**config.mk**
```make
export PLATFORM = sky130hd
export DESIGN_NAME = gb_if_sched
export DESIGN_NICKNAME = d
export VERILOG_FILES = /design/src/rtl/gb_if_sched.sv
export SDC_FILE = /design/constraint.sdc
export NUM_CORES = 1
export LEC_CHECK = 0
export BUFFER_PORTS_ARGS = -buffer_cell sky130_fd_sc_hd__buf_2
export CAP_MARGIN = 20
export CORE_AREA = 5 5 388 390
export CTS_CLUSTER_DIAMETER = 50
export DETAILED_ROUTE_END_ITERATION = 10
export DIE_AREA = 0 0 393 395
export PLACE_DENSITY = 0.3
export SLEW_MARGIN = 20
export SYNTH_ARGS = -nofsm -noshare
export SYNTH_HDL_FRONTEND = slang
export SYNTH_SLANG_ARGS = --single-unit
```
**constraint.sdc**
```tcl
create_clock -name clk -period 3.35 [get_ports clk]
set_input_delay 0.67 -clock clk [delete_from_list [all_inputs] [get_ports clk]]
set_output_delay 0.67 -clock clk [all_outputs]
set_load 0.02 [all_outputs]
```
**src/rtl/gb_if_sched.sv**
```systemverilog
// Round-robin scheduler for the shared GB<->IF port.
// Each accepted request gets one cfg handshake and then req_len beats, either on the
// write channel (GB->IF) or on the read channel (IF->GB).
module gb_if_sched #(
  parameter int unsigned NUM_REQ    = 4,
  parameter int unsigned PORT_WIDTH = 128,
  parameter int unsigned INFO_W     = 4,
  parameter int unsigned LEN_W      = 12
) (
  input  logic                          clk,
  input  logic                          rst_n,
  input  logic [NUM_REQ-1:0]            req_val,
  input  logic [NUM_REQ-1:0]            req_dir,
  input  logic [NUM_REQ*INFO_W-1:0]     req_info,
  input  logic [NUM_REQ*LEN_W-1:0]      req_len,
  output logic [NUM_REQ-1:0]            req_gnt,
  output logic [NUM_REQ-1:0]            req_done,
  input  logic [NUM_REQ-1:0]            gb_wr_val,
  input  logic [NUM_REQ*PORT_WIDTH-1:0] gb_wr_data,
  output logic [NUM_REQ-1:0]            gb_wr_rdy,
  output logic [NUM_REQ-1:0]            gb_rd_val,
  output logic [PORT_WIDTH-1:0]         gb_rd_data,
  input  logic [NUM_REQ-1:0]            gb_rd_rdy,
  output logic                          GBIF_cfg_val,
  input  logic                          IFGB_cfg_rdy,
  output logic [INFO_W-1:0]             GBIF_cfg_info,
  output logic                          GBIF_wr_val,
  input  logic                          IFGB_wr_rdy,
  output logic [PORT_WIDTH-1:0]         GBIF_wr_data,
  input  logic                          IFGB_rd_val,
  output logic                          GBIF_rd_rdy,
  input  logic [PORT_WIDTH-1:0]         IFGB_rd_data,
  output logic                          busy,
  output logic [$clog2(NUM_REQ)-1:0]    cur_idx
);

  localparam int unsigned IDX_W = $clog2(NUM_REQ);

  typedef enum logic [2:0] {S_IDLE, S_CFG, S_WR, S_RD, S_DONE} state_t;

  state_t                  state_q, state_d;
  logic [IDX_W-1:0]        idx_q, idx_d;
  logic [IDX_W-1:0]        rr_q, rr_d;
  logic                    dir_q, dir_d;
  logic [INFO_W-1:0]       info_q, info_d;
  logic [LEN_W-1:0]        len_q, len_d;
  logic [LEN_W-1:0]        cnt_q, cnt_d;
  logic                    beat;

  logic                    arb_found;
  logic [IDX_W-1:0]        arb_idx;
  logic [IDX_W-1:0]        arb_k;
  int unsigned             arb_j;

  logic [PORT_WIDTH-1:0]   wr_slot   [NUM_REQ];
  logic [INFO_W-1:0]       info_slot [NUM_REQ];
  logic [LEN_W-1:0]        len_slot  [NUM_REQ];

  // Per-requester views of the packed request/data buses
  for (genvar g = 0; g < NUM_REQ; g++) begin : g_slot
    assign wr_slot[g]   = gb_wr_data[g*PORT_WIDTH +: PORT_WIDTH];
    assign info_slot[g] = req_info[g*INFO_W +: INFO_W];
    assign len_slot[g]  = req_len[g*LEN_W +: LEN_W];
  end

  // Read data is broadcast; only the granted requester sees gb_rd_val
  assign gb_rd_data = IFGB_rd_data;
  assign busy       = (state_q != S_IDLE);
  assign cur_idx    = idx_q;

  // Round-robin pick: first pending requester at or above the pointer, wrapping
  always_comb begin
    arb_found = 1'b0;
    arb_idx   = '0;
    arb_j     = 0;
    arb_k     = '0;
    for (int k = 0; k < NUM_REQ; k++) begin
      arb_j = (32'(rr_q) + 32'(k)) % NUM_REQ;
      arb_k = IDX_W'(arb_j);
      if (!arb_found && req_val[arb_k]) begin
        arb_found = 1'b1;
        arb_idx   = arb_k;
      end
    end
  end

  // State and transfer context registers
  always_ff @(posedge clk or negedge rst_n) begin
    if (!rst_n) begin
      state_q <= S_IDLE;
      idx_q   <= '0;
      rr_q    <= '0;
      dir_q   <= 1'b0;
      info_q  <= '0;
      len_q   <= '0;
      cnt_q   <= '0;
    end else begin
      state_q <= state_d;
      idx_q   <= idx_d;
      rr_q    <= rr_d;
      dir_q   <= dir_d;
      info_q  <= info_d;
      len_q   <= len_d;
      cnt_q   <= cnt_d;
    end
  end

  // Next state, grant/done pulses and channel pass-through for the granted requester
  always_comb begin
    state_d       = state_q;
    idx_d         = idx_q;
    rr_d          = rr_q;
    dir_d         = dir_q;
    info_d        = info_q;
    len_d         = len_q;
    cnt_d         = cnt_q;
    beat          = 1'b0;
    req_gnt       = '0;
    req_done      = '0;
    gb_wr_rdy     = '0;
    gb_rd_val     = '0;
    GBIF_cfg_val  = 1'b0;
    GBIF_cfg_info = '0;
    GBIF_wr_val   = 1'b0;
    GBIF_wr_data  = '0;
    GBIF_rd_rdy   = 1'b0;

    unique case (state_q)
      S_IDLE: begin
        if (arb_found) begin
          req_gnt[arb_idx] = 1'b1;
          idx_d            = arb_idx;
          dir_d            = req_dir[arb_idx];
          info_d           = info_slot[arb_idx];
          len_d            = len_slot[arb_idx];
          cnt_d            = '0;
          state_d          = S_CFG;
        end
      end
      S_CFG: begin
        GBIF_cfg_val  = 1'b1;
        GBIF_cfg_info = info_q;
        if (IFGB_cfg_rdy) begin
          if (len_q == '0) state_d = S_DONE;
          else if (dir_q)  state_d = S_WR;
          else             state_d = S_RD;
        end
      end
      S_WR: begin
        GBIF_wr_val      = gb_wr_val[idx_q];
        GBIF_wr_data     = wr_slot[idx_q];
        gb_wr_rdy[idx_q] = IFGB_wr_rdy;
        beat             = gb_wr_val[idx_q] & IFGB_wr_rdy;
      end
      S_RD: begin
        gb_rd_val[idx_q] = IFGB_rd_val;
        GBIF_rd_rdy      = gb_rd_rdy[idx_q];
        beat             = IFGB_rd_val & gb_rd_rdy[idx_q];
      end
      S_DONE: begin
        req_done[idx_q] = 1'b1;
        rr_d            = (idx_q == IDX_W'(NUM_REQ - 1)) ? '0 : idx_q + IDX_W'(1);
        state_d         = S_IDLE;
      end
      default: state_d = S_IDLE;
    endcase

    // Last beat ends the transfer, so the counter never reaches len
    if (beat) begin
      if (cnt_q == len_q - LEN_W'(1)) state_d = S_DONE;
      else                            cnt_d   = cnt_q + LEN_W'(1);
    end
  end

endmodule

```
### Word-level counts from Yosys, hierarchy flattened

Index checks and enable logic that the tools add are counted.

| cells by class | value |
|---|---|
| mux-type cells | 58 |
| add/subtract/negate cells | 6 |
| eq/ne operators | 6 |
| reduce and logical (&&, ||, !) cells | 13 |
| order comparisons | 10 |
| bitwise gates (word level) | 6 |

Operators by type and width:

| operator | number |
|---|---|
| 128-bit two-way mux | 3 |
| 128-bit binary-select mux with 2-bit select | 1 |
| 12-bit two-way mux | 6 |
| 4-bit two-way mux | 8 |
| 12-bit binary-select mux with 2-bit select | 1 |
| 2-bit by 3-bit < comparator with 1-bit output, second input constant | 6 |
| 1-bit two-way mux | 17 |
| 3-bit two-way mux | 5 |
| 1-bit binary-select mux with 2-bit select | 7 |
| 12-bit by 1-bit adder with 12-bit output, second input constant | 1 |
| 12-bit equality test | 1 |
| 12-bit logical NOT | 1 |
| 12-bit by 1-bit subtractor with 12-bit output, second input constant | 1 |
| 2-bit two-way mux | 5 |
| 3-bit case mux with 3 select lines | 1 |
| 4-bit AND | 2 |
| 4-bit binary-select mux with 2-bit select | 1 |
| 3-bit by 2-bit equality test with 1-bit output, second input constant | 2 |
| 3-bit >= comparator, second input constant | 2 |
| 2-bit inverter with 3-bit output | 2 |
| 1-bit logical AND | 5 |
| 2-bit by 1-bit adder with 2-bit output, second input constant | 2 |
| 2-bit adder, second input constant | 2 |
| 1-bit demux with 2-bit select | 2 |
| 11 further kinds | 15 |

| storage, ports and cells | value |
|---|---|
| flip-flop bits (word level) | 36 |
| output and inout bits | 282 |

### Logic depth before layout (Yosys ltp)

| logic depth | value |
|---|---|
| depth in word-level cells | 18 |
| gate-level depth with buffers | 11 |
| depth with buffers taken out | 9 |

### Least setup slack after synthesis

Ideal clock, no wire load.

| timing path | value |
|---|---|
| path kind | reg2out |
| start point | reg idx_q[0] (netlist: cur_idx[0]) |
| end point | out GBIF_wr_data[100] |
| path slack | 0.309 ns |
| arrival time | 2.371 ns |
| data required time | 2.680 ns |
| stages on the path, launching flop included | 6 |
| buffers on the path | 3 |
| cells stage by stage | dfrtp_1 > clkbuf_1 > clkbuf_1 > buf_1 > mux4_2 > nor2b_1 |

| on the way | value |
|---|---|
| cells in the longest elaborated chain, start to end | 5 |

RTL lines:

| element | RTL line | text |
|---|---|---|
| start: declaration | 42 | `logic [IDX_W-1:0] idx_q, idx_d;` |
| start signal: assignment | 99 | `idx_q <= idx_d;` |
| 2-bit inverter with 3-bit output (not written as such) | 151 | `GBIF_wr_data = wr_slot[idx_q];` |
| 128-bit binary-select mux with 2-bit select | 151 |  |
| 128-bit two-way mux (not written as such) (2 in series) | 151 |  |
| 128-bit two-way mux | 128 | `unique case (state_q)` |
| end: declaration | 29 | `output logic [PORT_WIDTH-1:0] GBIF_wr_data,` |

No other way between the ends. The select of a mux whose other input is x is not followed.

### Worst setup path in the final report

| timing path | value |
|---|---|
| start point | reg state_q[0] |
| end point | out GBIF_wr_data[63] |

| on the way | value |
|---|---|
| cells in the longest elaborated chain, start to end | 2 |

RTL lines:

| element | RTL line | text |
|---|---|---|
| start: declaration | 41 | `state_t state_q, state_d;` |
| start signal: assignment | 98 | `state_q <= state_d;` |
| 3-bit by 2-bit equality test with 1-bit output | 128 |  |
| 128-bit two-way mux | 128 |  |

No other way between the ends.

==> results.py <==
metrics = {
    "die": {
        "core_area_mm2": 0.147,
        "io_pins": 1007,
        "die_y_um": 395,
        "initial_utilization_pct": 5.23,
        "dieWidth_um": 393,
        "num_rows": 141,
        "dieArea_mm2": 0.155,
    },
    "worst_setup_path": {
        "slowest_delay_ps": 660,
        "cp_max_fo": 36,
        "critPathTopFamily": "simple AND/OR/NAND/NOR gates",
        "cp_num_buf_inv": 2,
        "cp_cell_sequence": "or3b_4 > buf_4 > nor2b_1 > buf_2",
        "required_ps": 2680,
        "critPathKind": "reg2out",
        "path_depth": 4,
        "cpMaxStageDelayCell": "dfrtp_2",
        "rr_worst_depth": 9,
        "crit_path_start_kind": "flop",
        "cp.arrival_ps": 2480,
        "cp-end-kind": "output port",
    },
    "sta": {
        "rsz0062_at_grt": "false",
        "fmax_mhz": 318,
        "slew_violations": 0,
        "skew_ps": 9.10,
        "fin_setup_tns_ps": 0,
        "final.period_utilization_pct": 93.9,
        "fin_crit_ps": 3150,
        "final-setup-viol-count": 0,
        "worst_pin_slew_ps": 736,
        "hold_viol": 0,
        "slew_headroom_pct": 50.9,
    },
    "cells_and_area": {
        "fillers": 17399,
        "synthToLayoutAreaGrowth_pct": 74.1,
        "drive_gt1_share_pct": 66.8,
        "nets": 2166,
        "seqCellArea_um2": 912,
        "multi_input_area_mm2": 0.00557,
        "finalInstanceArea_mm2": 0.0134,
    },
    "synth": {
        "synth_edf_count": 0,
        "ys_seq_area_share_pct": 11.7,
        "synth_area_per_cell_um2": 9.39,
        "synthArstFlopShare_pct": 100,
        "synthesis.instances": 818,
        "synthFlopType": "dfrtp_1",
        "ys.warnings.count": 0,
        "syn-num-nets": 1550,
        "netlist-cell-type-count": 48,
        "ys_ff_latch": 36,
        "syn_area_mm2": 0.00768,
    },
    "clocking": {
        "worstSkewPairLatency_ps": 300,
        "hold_buffers": 0,
        "cts_buffers": 5,
        "cts_sinks": 36,
        "cts_buffer_depth": 2,
        "cts_root_buf": "clkbuf_16",
        "path_clk_slew_ps": 70,
        "tritoncts": "yes",
        "cts_max_level": 2,
    },
    "run": {
        "max_cap_viol_count": 0,
    },
    "placement": {
        "hpwl_mm": 80.1,
        "dpl-instance-area_mm2": 0.0131,
        "io_buffers": 750,
        "gp_congestion": 0.884,
    },
    "routing": {
        "drc": 0,
        "wl_per_cell_um": 25.8,
        "dr.first_iter.drc_count": 379,
        "first_pass_iters": 5,
        "via_per_inst": 2.91,
        "routed_wl_mm": 87.9,
        "drtAntennaViolNets": 0,
        "vias": 9891,
    },
    "global_routing": {
        "grt_max_degree": 47,
        "grtUsageTotal_pct": 10.6,
        "gr-total-overflow": 0,
        "antenna_found_initial": 130,
        "grt_pass1_wl_mm": 107,
        "grt_pass1_vias": 10139,
    },
    "worst_hold_path": {
        "hold_class": "in2async",
    },
    "run_status": {
        "outcome": "finished clean",
    },
    "power": {
        "vdd_drop_max_v": 0.000167,
        "p_leak_uw": 0.00569,
        "power_density_mw_per_mm2": 280,
    },
}
[what timing repair did]
item,in CTS,in global routing
gates resized for setup,4,0
endpoints found under the setup margin,62,0
setup buffers,3,0
[sequential cells by signal, summed over array words and instances (netlist names)]
name	count
rr_q	2
cur_idx	2
len_q	12
state_q	3
cnt_q	12
dir_q	1
info_q	4
[layout by cell type (no fill, tap or decap), types with 2 or more instances in the layout]
cell type / count
buf_12: 4
inv_1: 8
dfrtp_4: 2
buf_4: 46
nand4_1: 6
clkbuf_16: 5
nor3b_1: 3
o21ai_0: 41
nor3_1: 8
o211ai_1: 9
xor2_1: 3
a21oi_1: 9
nor2_1: 62
mux4_2: 130
xnor2_1: 6
and2_1: 15
or4_1: 2
or3_1: 4
a31oi_1: 2
ha_1: 7
a211o_1: 2
nor4_1: 3
nand3b_1: 2
or2_2: 3
nand2_1: 63
buf_2: 750
dfrtp_2: 3
mux2i_1: 5
or3b_2: 2
o31ai_1: 8
dfrtp_1: 31
nand3_1: 22
diode_2: 36
nor2b_1: 131
nand2b_1: 2
and3_1: 14
[metal layers]
| metal | up-vias | GRT usage [%] | routed length (um) |
|---|---|---|---|
| li1 | 4139 | - | - |
| met1 | 4660 | 11.3 | 31300 |
| met2 | 822 | 19.3 | 44000 |
| met3 | 242 | 3.98 | 9790 |
| met4 | 28 | 2.85 | 2600 |
| met5 | - | 0 | 181 |
[logic make-up after synthesis]
kind of cell / count (synthesis) / synth area share, %
AOI/OAI and AO/OA: 82 / 6.78
xor gates and xnor gates: 9 / 1.03
adders and majority gates: 7 / 1.14
buffers and inverters: 200 / 16.3
DFF: 36 / 11.7
muxes: 136 / 38.9
and+or+nand+nor: 348 / 24.1
[area by class of cell]
| type | instances | area share, % |
|---|---|---|
| diodes | 36 | 0.674 |
| clock buffers | 5 | 0.936 |
| clock inverters | 3 | 0.346 |
| inverters | 8 | 0.225 |
| multi-input cells | 583 | 41.7 |
| flip-flops and latches | 36 | 6.82 |
| well taps | 1930 | 18.1 |
| repair buffers | 800 | 31.3 |
[cells in the mapped netlist, drive strengths merged, types with 4 or more instances]
cell      n  area share [%]
o211ai    9            0.88
mux2i     5            0.65
dfrtp    36              12
mux4    130              38
xnor2     6            0.68
nand3    22             1.4
clkbuf   47             2.3
nand4     6            0.49
o31ai     8            0.78
buf     145              14
nand2    63             3.1
nor2b   132              11
ha        7             1.1
a21oi     9            0.59
and2     15             1.2
and3     14             1.1
or3       5            0.41
o21ai    41             2.7
nor4      4            0.33
inv       8            0.39
nor2     62             3.0
nor3      9            0.59
[final timing paths]
| path | startpoint | endpoint | slack, ps |
|---|---|---|---|
| min reg2reg | dir_q$_DFFE_PN0P_ | dir_q$_DFFE_PN0P_ | 480 |
| max | state_q[0]$_DFF_PN0_ | GBIF_wr_data[63] | 200 |
| min | rst_n | len_q[7]$_DFFE_PN0P_ | 430 |
| max in group asynchronous | rst_n | len_q[0]$_DFFE_PN0P_ | 2270 |
| min in group clk | dir_q$_DFFE_PN0P_ | dir_q$_DFFE_PN0P_ | 480 |
| max reg2reg | state_q[0]$_DFF_PN0_ | cnt_q[2]$_DFF_PN0_ | 490 |
[power breakdown]
group	internal, uW	switching, uW
Clock	355	229
Sequential	498	151
Combinational	1070	1440
Total	1930	1820
[per-stage QoR]
stage	setup WS, ps	hold WS, ps	std cells	util [%]	power [uW]
final	204	433	3401	9.11	3740
after CTS	135	459	3365	9.04	3850
after detailed placement	200	470	3353	8.90	3180
after global routing	114	492	3378	9.07	4010
after global placement	123	461	3353	8.89	3180
after floorplan	309	374	818	-	2130
Note: power is estimated with default switching activity, not from simulation.
